==> config.mk <==
export PLATFORM = sky130hd
export DESIGN_NAME = data_mem_if
export DESIGN_NICKNAME = d
export VERILOG_FILES = /design/src/rtl/data_mem_if_pkg.sv /design/src/rtl/data_mem_if_lsu_load_align.sv /design/src/rtl/data_mem_if.sv
export SDC_FILE = /design/constraint.sdc
export NUM_CORES = 1
export LEC_CHECK = 0
export ABC_AREA = 1
export BUFFER_PORTS_ARGS = -buffer_cell sky130_fd_sc_hd__buf_4
export CORE_AREA = 2 2 131 158
export CTS_CLUSTER_DIAMETER = 200
export DETAILED_ROUTE_END_ITERATION = 10
export DIE_AREA = 0 0 133 160
export PLACE_DENSITY = 0.64
export SLEW_MARGIN = 10
export SYNTH_ARGS = -nofsm -noshare
export SYNTH_HDL_FRONTEND = slang
export SYNTH_SLANG_ARGS = --single-unit
==> constraint.sdc <==
create_clock -name i_clk -period 4.5 [get_ports i_clk]
set_input_delay 0.675 -clock i_clk [delete_from_list [all_inputs] [get_ports i_clk]]
set_output_delay 0.675 -clock i_clk [all_outputs]
set_load 0.005 [all_outputs]
==> src/rtl/data_mem_if_pkg.sv <==
// Shared constants for the data-memory load/store responder: funct3 codes,
// FSM encoding, base opcodes and lane/legality helpers.
package data_mem_if_pkg;

    localparam logic [2:0] F3_B  = 3'b000;
    localparam logic [2:0] F3_H  = 3'b001;
    localparam logic [2:0] F3_W  = 3'b010;
    localparam logic [2:0] F3_BU = 3'b100;
    localparam logic [2:0] F3_HU = 3'b101;

    localparam logic [6:0] OP_LOAD   = 7'b0000011;
    localparam logic [6:0] OP_STORE  = 7'b0100011;
    localparam logic [6:0] OP_RTYPE  = 7'b0110011;
    localparam logic [6:0] OP_ITYPE  = 7'b0010011;
    localparam logic [6:0] OP_BRANCH = 7'b1100011;
    localparam logic [6:0] OP_JAL    = 7'b1101111;
    localparam logic [6:0] OP_JALR   = 7'b1100111;
    localparam logic [6:0] OP_LUI    = 7'b0110111;
    localparam logic [6:0] OP_AUIPC  = 7'b0010111;

    typedef enum logic [1:0] {
        ST_IDLE = 2'd0,
        ST_BUSY = 2'd1,
        ST_DONE = 2'd2
    } state_t;

    function automatic logic [3:0] lane_mask(input logic [1:0] size, input logic [1:0] addr);
        case (size)
            2'b00:   return 4'b0001 << addr;
            2'b01:   return addr[1] ? 4'b1100 : 4'b0011;
            default: return 4'b1111;
        endcase
    endfunction

    // Conflicting strobes, an unknown funct3 or a misaligned address all end
    // the access without touching the bus.
    function automatic logic access_error(input logic rd, input logic wr,
                                          input logic [2:0] f3, input logic [1:0] addr);
        logic bad_enc;
        logic bad_align;
        if (rd && wr)
            return 1'b1;
        if (rd)
            bad_enc = !(f3 inside {F3_B, F3_H, F3_W, F3_BU, F3_HU});
        else
            bad_enc = !(f3 inside {F3_B, F3_H, F3_W});
        bad_align = ((f3[1:0] == 2'b01) && addr[0]) || ((f3[1:0] == 2'b10) && (addr != 2'b00));
        return bad_enc || bad_align;
    endfunction

endpackage

==> src/rtl/data_mem_if_lsu_load_align.sv <==
// Load formatter: picks the byte/halfword lane from the bus word and applies
// sign or zero extension according to funct3.
module lsu_load_align
    import data_mem_if_pkg::*;
(
    input  logic [2:0]  i_Funct3,
    input  logic [1:0]  i_Lane,
    input  logic [31:0] i_RData,
    output logic [31:0] o_Data
);

    logic signed [7:0]  w_Byte;
    logic signed [15:0] w_Half;

    always_comb begin
        case (i_Lane)
            2'd0:    w_Byte = i_RData[7:0];
            2'd1:    w_Byte = i_RData[15:8];
            2'd2:    w_Byte = i_RData[23:16];
            default: w_Byte = i_RData[31:24];
        endcase
        w_Half = i_Lane[1] ? i_RData[31:16] : i_RData[15:0];
    end

    always_comb begin
        case (i_Funct3)
            F3_B:    o_Data = 32'(w_Byte);
            F3_BU:   o_Data = {24'd0, w_Byte};
            F3_H:    o_Data = 32'(w_Half);
            F3_HU:   o_Data = {16'd0, w_Half};
            default: o_Data = i_RData;
        endcase
    end

endmodule

==> src/rtl/data_mem_if.sv <==
// Load/store responder: one request/acknowledge word transaction per access,
// stalling the pipeline until completion. Optional bus timeout: LSU_TIMEOUT_EN.
module data_mem_if
    import data_mem_if_pkg::*;
#(
    parameter int TIMEOUT_CYCLES = 255
) (
    input  logic        i_clk,
    input  logic        i_rst,
    input  logic        i_MemRead,
    input  logic        i_MemWrite,
    input  logic [2:0]  i_Funct3,
    input  logic [31:0] i_Addr,
    input  logic [31:0] i_WData,
    output logic        o_Stall,
    output logic        o_Valid,
    output logic [31:0] o_RData,
    output logic        o_Misaligned,
    output logic        o_BusErr,
    output logic        o_BusReq,
    output logic        o_BusWe,
    output logic [31:0] o_BusAddr,
    output logic [3:0]  o_BusBe,
    output logic [31:0] o_BusWData,
    input  logic        i_BusAck,
    input  logic [31:0] i_BusRData
);

    if (TIMEOUT_CYCLES < 1 || TIMEOUT_CYCLES > 255) begin : g_bad_timeout
        $error("TIMEOUT_CYCLES must fit the 8-bit wait counter (1..255)");
    end

    state_t      r_State, w_Next;
    logic [31:0] r_Addr, r_WData, r_RData;
    logic [3:0]  r_Be;
    logic [2:0]  r_Funct3;
    logic        r_We, r_Err, r_BusErr;
    logic        w_Strobe, w_Err, w_Timeout;
    logic [3:0]  w_Be;
    logic [31:0] w_WData, w_LoadData;

    assign w_Strobe = i_MemRead | i_MemWrite;
    assign w_Err    = access_error(i_MemRead, i_MemWrite, i_Funct3, i_Addr[1:0]);
    assign w_Be     = lane_mask(i_Funct3[1:0], i_Addr[1:0]);

    always_comb begin
        case (i_Funct3[1:0])
            2'b00:   w_WData = {4{i_WData[7:0]}};
            2'b01:   w_WData = {2{i_WData[15:0]}};
            default: w_WData = i_WData;
        endcase
    end

`ifdef LSU_TIMEOUT_EN
    logic [7:0] r_Cnt;
    assign w_Timeout = (r_State == ST_BUSY) && !i_BusAck && ((r_Cnt + 8'd1) == 8'(TIMEOUT_CYCLES));

    always_ff @(posedge i_clk or posedge i_rst) begin
        if (i_rst)
            r_Cnt <= 8'd0;
        else if (r_State == ST_IDLE)
            r_Cnt <= 8'd0;
        else if (r_State == ST_BUSY && !i_BusAck)
            r_Cnt <= r_Cnt + 8'd1;
    end
`else
    assign w_Timeout = 1'b0;
`endif

    lsu_load_align u_align (
        .i_Funct3 (r_Funct3),
        .i_Lane   (r_Addr[1:0]),
        .i_RData  (i_BusRData),
        .o_Data   (w_LoadData)
    );

    always_ff @(posedge i_clk or posedge i_rst) begin
        if (i_rst)
            r_State <= ST_IDLE;
        else
            r_State <= w_Next;
    end

    always_comb begin
        w_Next = r_State;
        case (r_State)
            ST_IDLE: if (w_Strobe) w_Next = w_Err ? ST_DONE : ST_BUSY;
            ST_BUSY: if (i_BusAck || w_Timeout) w_Next = ST_DONE;
            default: w_Next = ST_IDLE;
        endcase
    end

    always_ff @(posedge i_clk or posedge i_rst) begin
        if (i_rst) begin
            r_Addr   <= '0;
            r_WData  <= '0;
            r_RData  <= '0;
            r_Be     <= '0;
            r_Funct3 <= '0;
            r_We     <= 1'b0;
            r_Err    <= 1'b0;
            r_BusErr <= 1'b0;
        end else if (r_State == ST_IDLE && w_Strobe) begin
            r_Addr   <= i_Addr;
            r_WData  <= w_WData;
            r_RData  <= '0;
            r_Be     <= w_Be;
            r_Funct3 <= i_Funct3;
            r_We     <= i_MemWrite;
            r_Err    <= w_Err;
            r_BusErr <= 1'b0;
        end else if (r_State == ST_BUSY) begin
            // Acknowledge takes priority over a timeout in the same cycle.
            if (i_BusAck)
                r_RData <= r_We ? 32'd0 : w_LoadData;
            else if (w_Timeout)
                r_BusErr <= 1'b1;
        end
    end

    always_comb begin
        o_Stall      = (r_State == ST_BUSY) || (r_State == ST_IDLE && w_Strobe);
        o_Valid      = (r_State == ST_DONE);
        o_RData      = (r_State == ST_DONE) ? r_RData : 32'd0;
        o_Misaligned = (r_State == ST_DONE) && r_Err;
        o_BusErr     = (r_State == ST_DONE) && r_BusErr;
        o_BusReq     = (r_State == ST_BUSY);
        o_BusWe      = (r_State == ST_BUSY) && r_We;
        o_BusAddr    = (r_State == ST_BUSY) ? {r_Addr[31:2], 2'b00} : 32'd0;
        o_BusBe      = (r_State == ST_BUSY) ? r_Be : 4'd0;
        o_BusWData   = (r_State == ST_BUSY) ? r_WData : 32'd0;
    end

endmodule

* Word level (Yosys, flattened, before mapping) *
Index checks and enable logic that the tools add are counted.

storage, ports and cells
  register bits after elaboration = 107
  input bits = 104
  output and inout bits = 106
  logic and storage cells = 71

cells by class
  eq/ne operators = 15
  shift-type cells = 1
  mux-type cells = 23
  bitwise gates (word level) = 1
  reductions and logical operators = 23

operators with widths
  cell                                              count
  two-way mux 32 bit                                7
  one-hot mux 32 bit (4 select lines)               1
  one-hot mux 32 bit (2 select lines)               1
  one-hot mux 8 bit (3 select lines)                1
  two-way mux 16 bit                                1
  == test 3 bit (second input constant)             4
  two-way mux 4 bit                                 2
  one-hot mux 4 bit (2 select lines)                1
  == test 2 x 1 -> 1 bit (second input constant)    3
  == test 2 bit (second input constant)             3
  == test 3 x 1 -> 1 bit (second input constant)    2
  logical AND 1 bit                                 6
  zero test 2 bit                                   3
  zero test 3 bit                                   2
  two-way mux 2 bit                                 3
  nonzero test 2 bit                                3
  two-way mux 1 bit                                 5
  nonzero test 5 bit                                1
  one-hot mux 2 bit (2 select lines)                1
  AND reduction 2 bit                               2
  left shift 1 x 2 -> 4 bit (first input constant)  1
  == test 3 x 2 -> 1 bit (second input constant)    1
  logical OR 1 bit                                  3
  nonzero test 3 bit                                1
  other kinds (4)                                   5

* Depth between registers and ports, before layout *
  depth after elaboration = 10
  depth in mapped cells = 10
  depth with buffers taken out = 8

* Cells and area by module *
A second synthesis with hierarchy kept.

second synthesis, totals
  cells, all modules = 900
  area total of the unflattened synthesis = 6,128.4 um2

modules (own cells, without submodules)
  module          times used  cells each  area an instance (um2)  seq. area each (um2)
  data_mem_if     1           708         5,232.5                 2,677.6
  lsu_load_align  1           192         895.9                   0.0

* Least setup slack after synthesis *
Ideal clock, no wire load.

  path kind = input port to output port
  start point = in i_MemRead
  end point = out o_Stall
  arrival = 1,261 ps
  setup slack = 2,564 ps
  stages = 3
  path buffers = 1
  cells stage by stage = o21ai_4 > clkbuf_1 > nand2_1

on the way
  word-level cells in the longest chain between the ends = 3

RTL lines
  element            RTL line            RTL
  from (decl)        data_mem_if.sv:10   input logic i_MemRead,
  OR 1 bit           data_mem_if.sv:42   assign w_Strobe = i_MemRead | i_MemWrite;
  logical AND 1 bit  data_mem_if.sv:122  o_Stall = (r_State == ST_BUSY) || (r_State == ST_IDLE && w_Strobe);
  logical OR 1 bit   data_mem_if.sv:122
  to (decl)          data_mem_if.sv:15   output logic o_Stall,

Every way passes these cells.

* Final worst setup path *
  start point = reg r_State[1]
  end point = out o_BusBe[3]

on the way
  word-level cells in the longest chain between the ends = 2

RTL lines
  element                 RTL line            RTL
  from (decl)             data_mem_if.sv:33   state_t r_State, w_Next;
  from (signal assigned)  data_mem_if.sv:81   r_State <= w_Next;
  == test 2 x 1 -> 1 bit  data_mem_if.sv:130  o_BusBe = (r_State == ST_BUSY) ? r_Be : 4'd0;
  two-way mux 4 bit       data_mem_if.sv:130
  to (decl)               data_mem_if.sv:23   output logic [3:0] o_BusBe,

Every way passes these cells.

==> metrics <==
drt wl/cell=13.4 um; synth warn=0; slowest CP cell=clkinv_2; Nets=1115; Fmax=330 MHz; Port Buffer Count=206; largest net degree at the start of global routing=74; status=finished, final reports clean; fraction of layout cells with a size suffix above 1=0.245; Static Leakage=4.24 nW; number of inserted diodes=0; Die W=133 um; Max Used Layer=met4; Final TNS setup=0 ps; CTS Buf Count=9; hold buffer count at CTS=0; # H-tree levels=3; area added between synthesis and finish=33.5%; CP top delay family=buffers and inverters; top cells by area, synth=dfrtp_1, nand2_1, nor2_1; core area=0.0199 mm2; DR vias/cell=4.45; final wirelength=17100 um; Worst Path Max Fanout=69; Sink Count=107; DR pass1 iterations=5; Mapped Area=0.00583 mm2; Post-CTS Setup Inserts=0; share of the synthesized area in the top cell type=0.460; met3 WL=1320 um; cell with the most instances after synthesis=nand2_1; antenna-violating nets left=0; first-pass GRT wire length=27400 um; post-route cell area=0.00778 mm2; Bufs and invs on worst path=2; drt first-iter violations=340; Setup Skew=9.83 ps; FP Rows=57; compound-cell area share of the yosys netlist=0.139; Post-Synth Simple-Gate Area=0.264; die height=160 um; Pwr per Cell Area=474 mW/mm2; synth unique cells=29; post-DP HPWL=12500 um; RSZ-0062 raised after global routing=no; Main synth FF type=dfrtp_1; asr flop ratio synth=1.00; Die Area=0.0213 mm2; clk slew on worst S/H paths=70 ps; CP peak stage delay=740 ps; Clock Path Buffers=2; post-synthesis average cell area=6.99 um2; Final Setup Violations=0; post-synthesis adder-cell area fraction=0; number of global-route vias before repair=5531; grt ovf=0; largest family of logic cells by synthesized area=simple AND/OR/NAND/NOR gates; placed cell areas=0.00749 mm2; initial antenna violation count=0; fin crit share=0.674; Max rail drop VDD=0.200 mV; CP Data Required Time=3830 ps; Placer Congestion=0.879; sequential area share after synthesis=0.460; worst setup margin=1470 ps; post-synthesis register bit count=107; number of max-cap violations=0; Mapped Cells=834; Critical Path End Type=output port; Ports=210; Fillers=2165; Metal-1 WL=7200 um; DRC Markers=0; Hold Violations, Final=0; worst slew pin tran=942 ps; CTS tree=yes; CP startpoint kind=flip-flop; vias=5701; CTS root buf=clkbuf_16; Final Power=0.00368 W; Post-synth EDFFs=0; Worst R2R Setup Slack=2330 ps; Pins Over Slew Limit=0; met2 WL=8250 um; Worst-Skew Late Latency=350 ps; Hold Crit Class=input port to async pin; Post-Synth XOR/XNOR Area=0; Worst EP arrival=2360 ps; Setup CP Type=flip-flop to output port; most frequent cells after synthesis=nand2_1, nor2_1, inv_1; mux cell area share after synthesis=0; CTS resizes=0; critical-path cell list=nor2_4 > clkinv_2 > nor2_1 > buf_4; initial core utilization=0.293; pre-CTS WS=1970 ps; Synth area leader=dfrtp_1; Global Route Usage Sum=0.161; normalized max-slew margin=0.371; fin crit period=3030 ps; final core utilization=0.391
-- through the flow --
| step | hold WS, ps | instances |
|---|---|---|
| after detailed placement | 464 | 1265 |
| after global placement | 462 | 1265 |
| after CTS | 378 | 1281 |
| after floorplan | 449 | 836 |
| final | 366 | 1281 |
| after global routing | 394 | 1281 |
-- flip-flops by register name, indices dropped and copies added, names as in the netlist --
name and count:
r_WData 32, r_RData 32, r_We 1, r_State 2, r_Funct3 3, r_Be 4, r_Addr 32, r_Err 1
-- worst paths after layout --
path / from / end / cells after the start
worst max-delay path: r_State[1]$_DFFE_PP0P_ / o_BusBe[3] / 4
worst min-delay path: i_rst / r_RData[22]$_DFFE_PP0P_ / 2
worst max register to register: r_State[1]$_DFFE_PP0P_ / r_WData[25]$_DFFE_PP0P_ / 6
worst min register to register: r_RData[10]$_DFFE_PP0P_ / r_RData[10]$_DFFE_PP0P_ / 2
max in group asynchronous: i_rst / r_RData[15]$_DFFE_PP0P_ / 3
min in group i_clk: r_RData[10]$_DFFE_PP0P_ / r_RData[10]$_DFFE_PP0P_ / 2
-- power breakdown --
group / switching, W / internal [W]
combinational: 0.000899 / 0.000518
clock: 0.000369 / 0.000410
sequential: 0.000193 / 0.00130
-- routing by layer --
metal | global-route usage | vias up
met5 | 0 | -
met2 | 0.271 | 210
met1 | 0.198 | 2589
met3 | 0.0397 | 26
met4 | 0.0635 | 0
li1 | - | 2876
-- logic make-up after synthesis --
logic type,Yosys count
other,1
buffers and inverters,189
AOI/OAI and AO/OA,149
DFF,107
and+or+nand+nor,388
-- layout by cell type (no fill, tap or decap) --
cell type   netlist  routed
nor2_2            3       3
nand3_2           2       2
o21ai_4           1       1
nor2_1          138     138
o211ai_2          2       2
nor2_4            1       1
clkbuf_16         0       9
clkbuf_1         14       1
nand3b_1          1       1
nand2_4           2       2
clkinv_4          0       1
o21ai_0          50      50
buf_4             9     211
nand3_1          15      15
clkbuf_8          0       2
nand2_2           3       3
nand2_1         222     222
inv_1           135     134
nor3_2            1       1
inv_4             1       2
clkinv_2          0       2
o21ai_1          51      51
a31oi_1           1       1
inv_2             6       4
conb_1            1       3
dfrtp_1         107     107
a21oi_1          30      30
o211ai_1          5       5
a22oi_1           8       8
o21bai_1          1       1
clkinvlp_4        0       2
inv_6             0       1
-- final cells by class --
type                       count  area, um2  area share
sequential                   107       2680       0.344
inverter                     142        541      0.0695
clock inverter                 4       32.5     0.00418
clock buffer                  12        256      0.0330
timing repair buffer         211       1580       0.204
tap                          265        332      0.0426
multi-input combinational    540       2350       0.303
No activity file was read; power rests on OpenSTA's default activity.
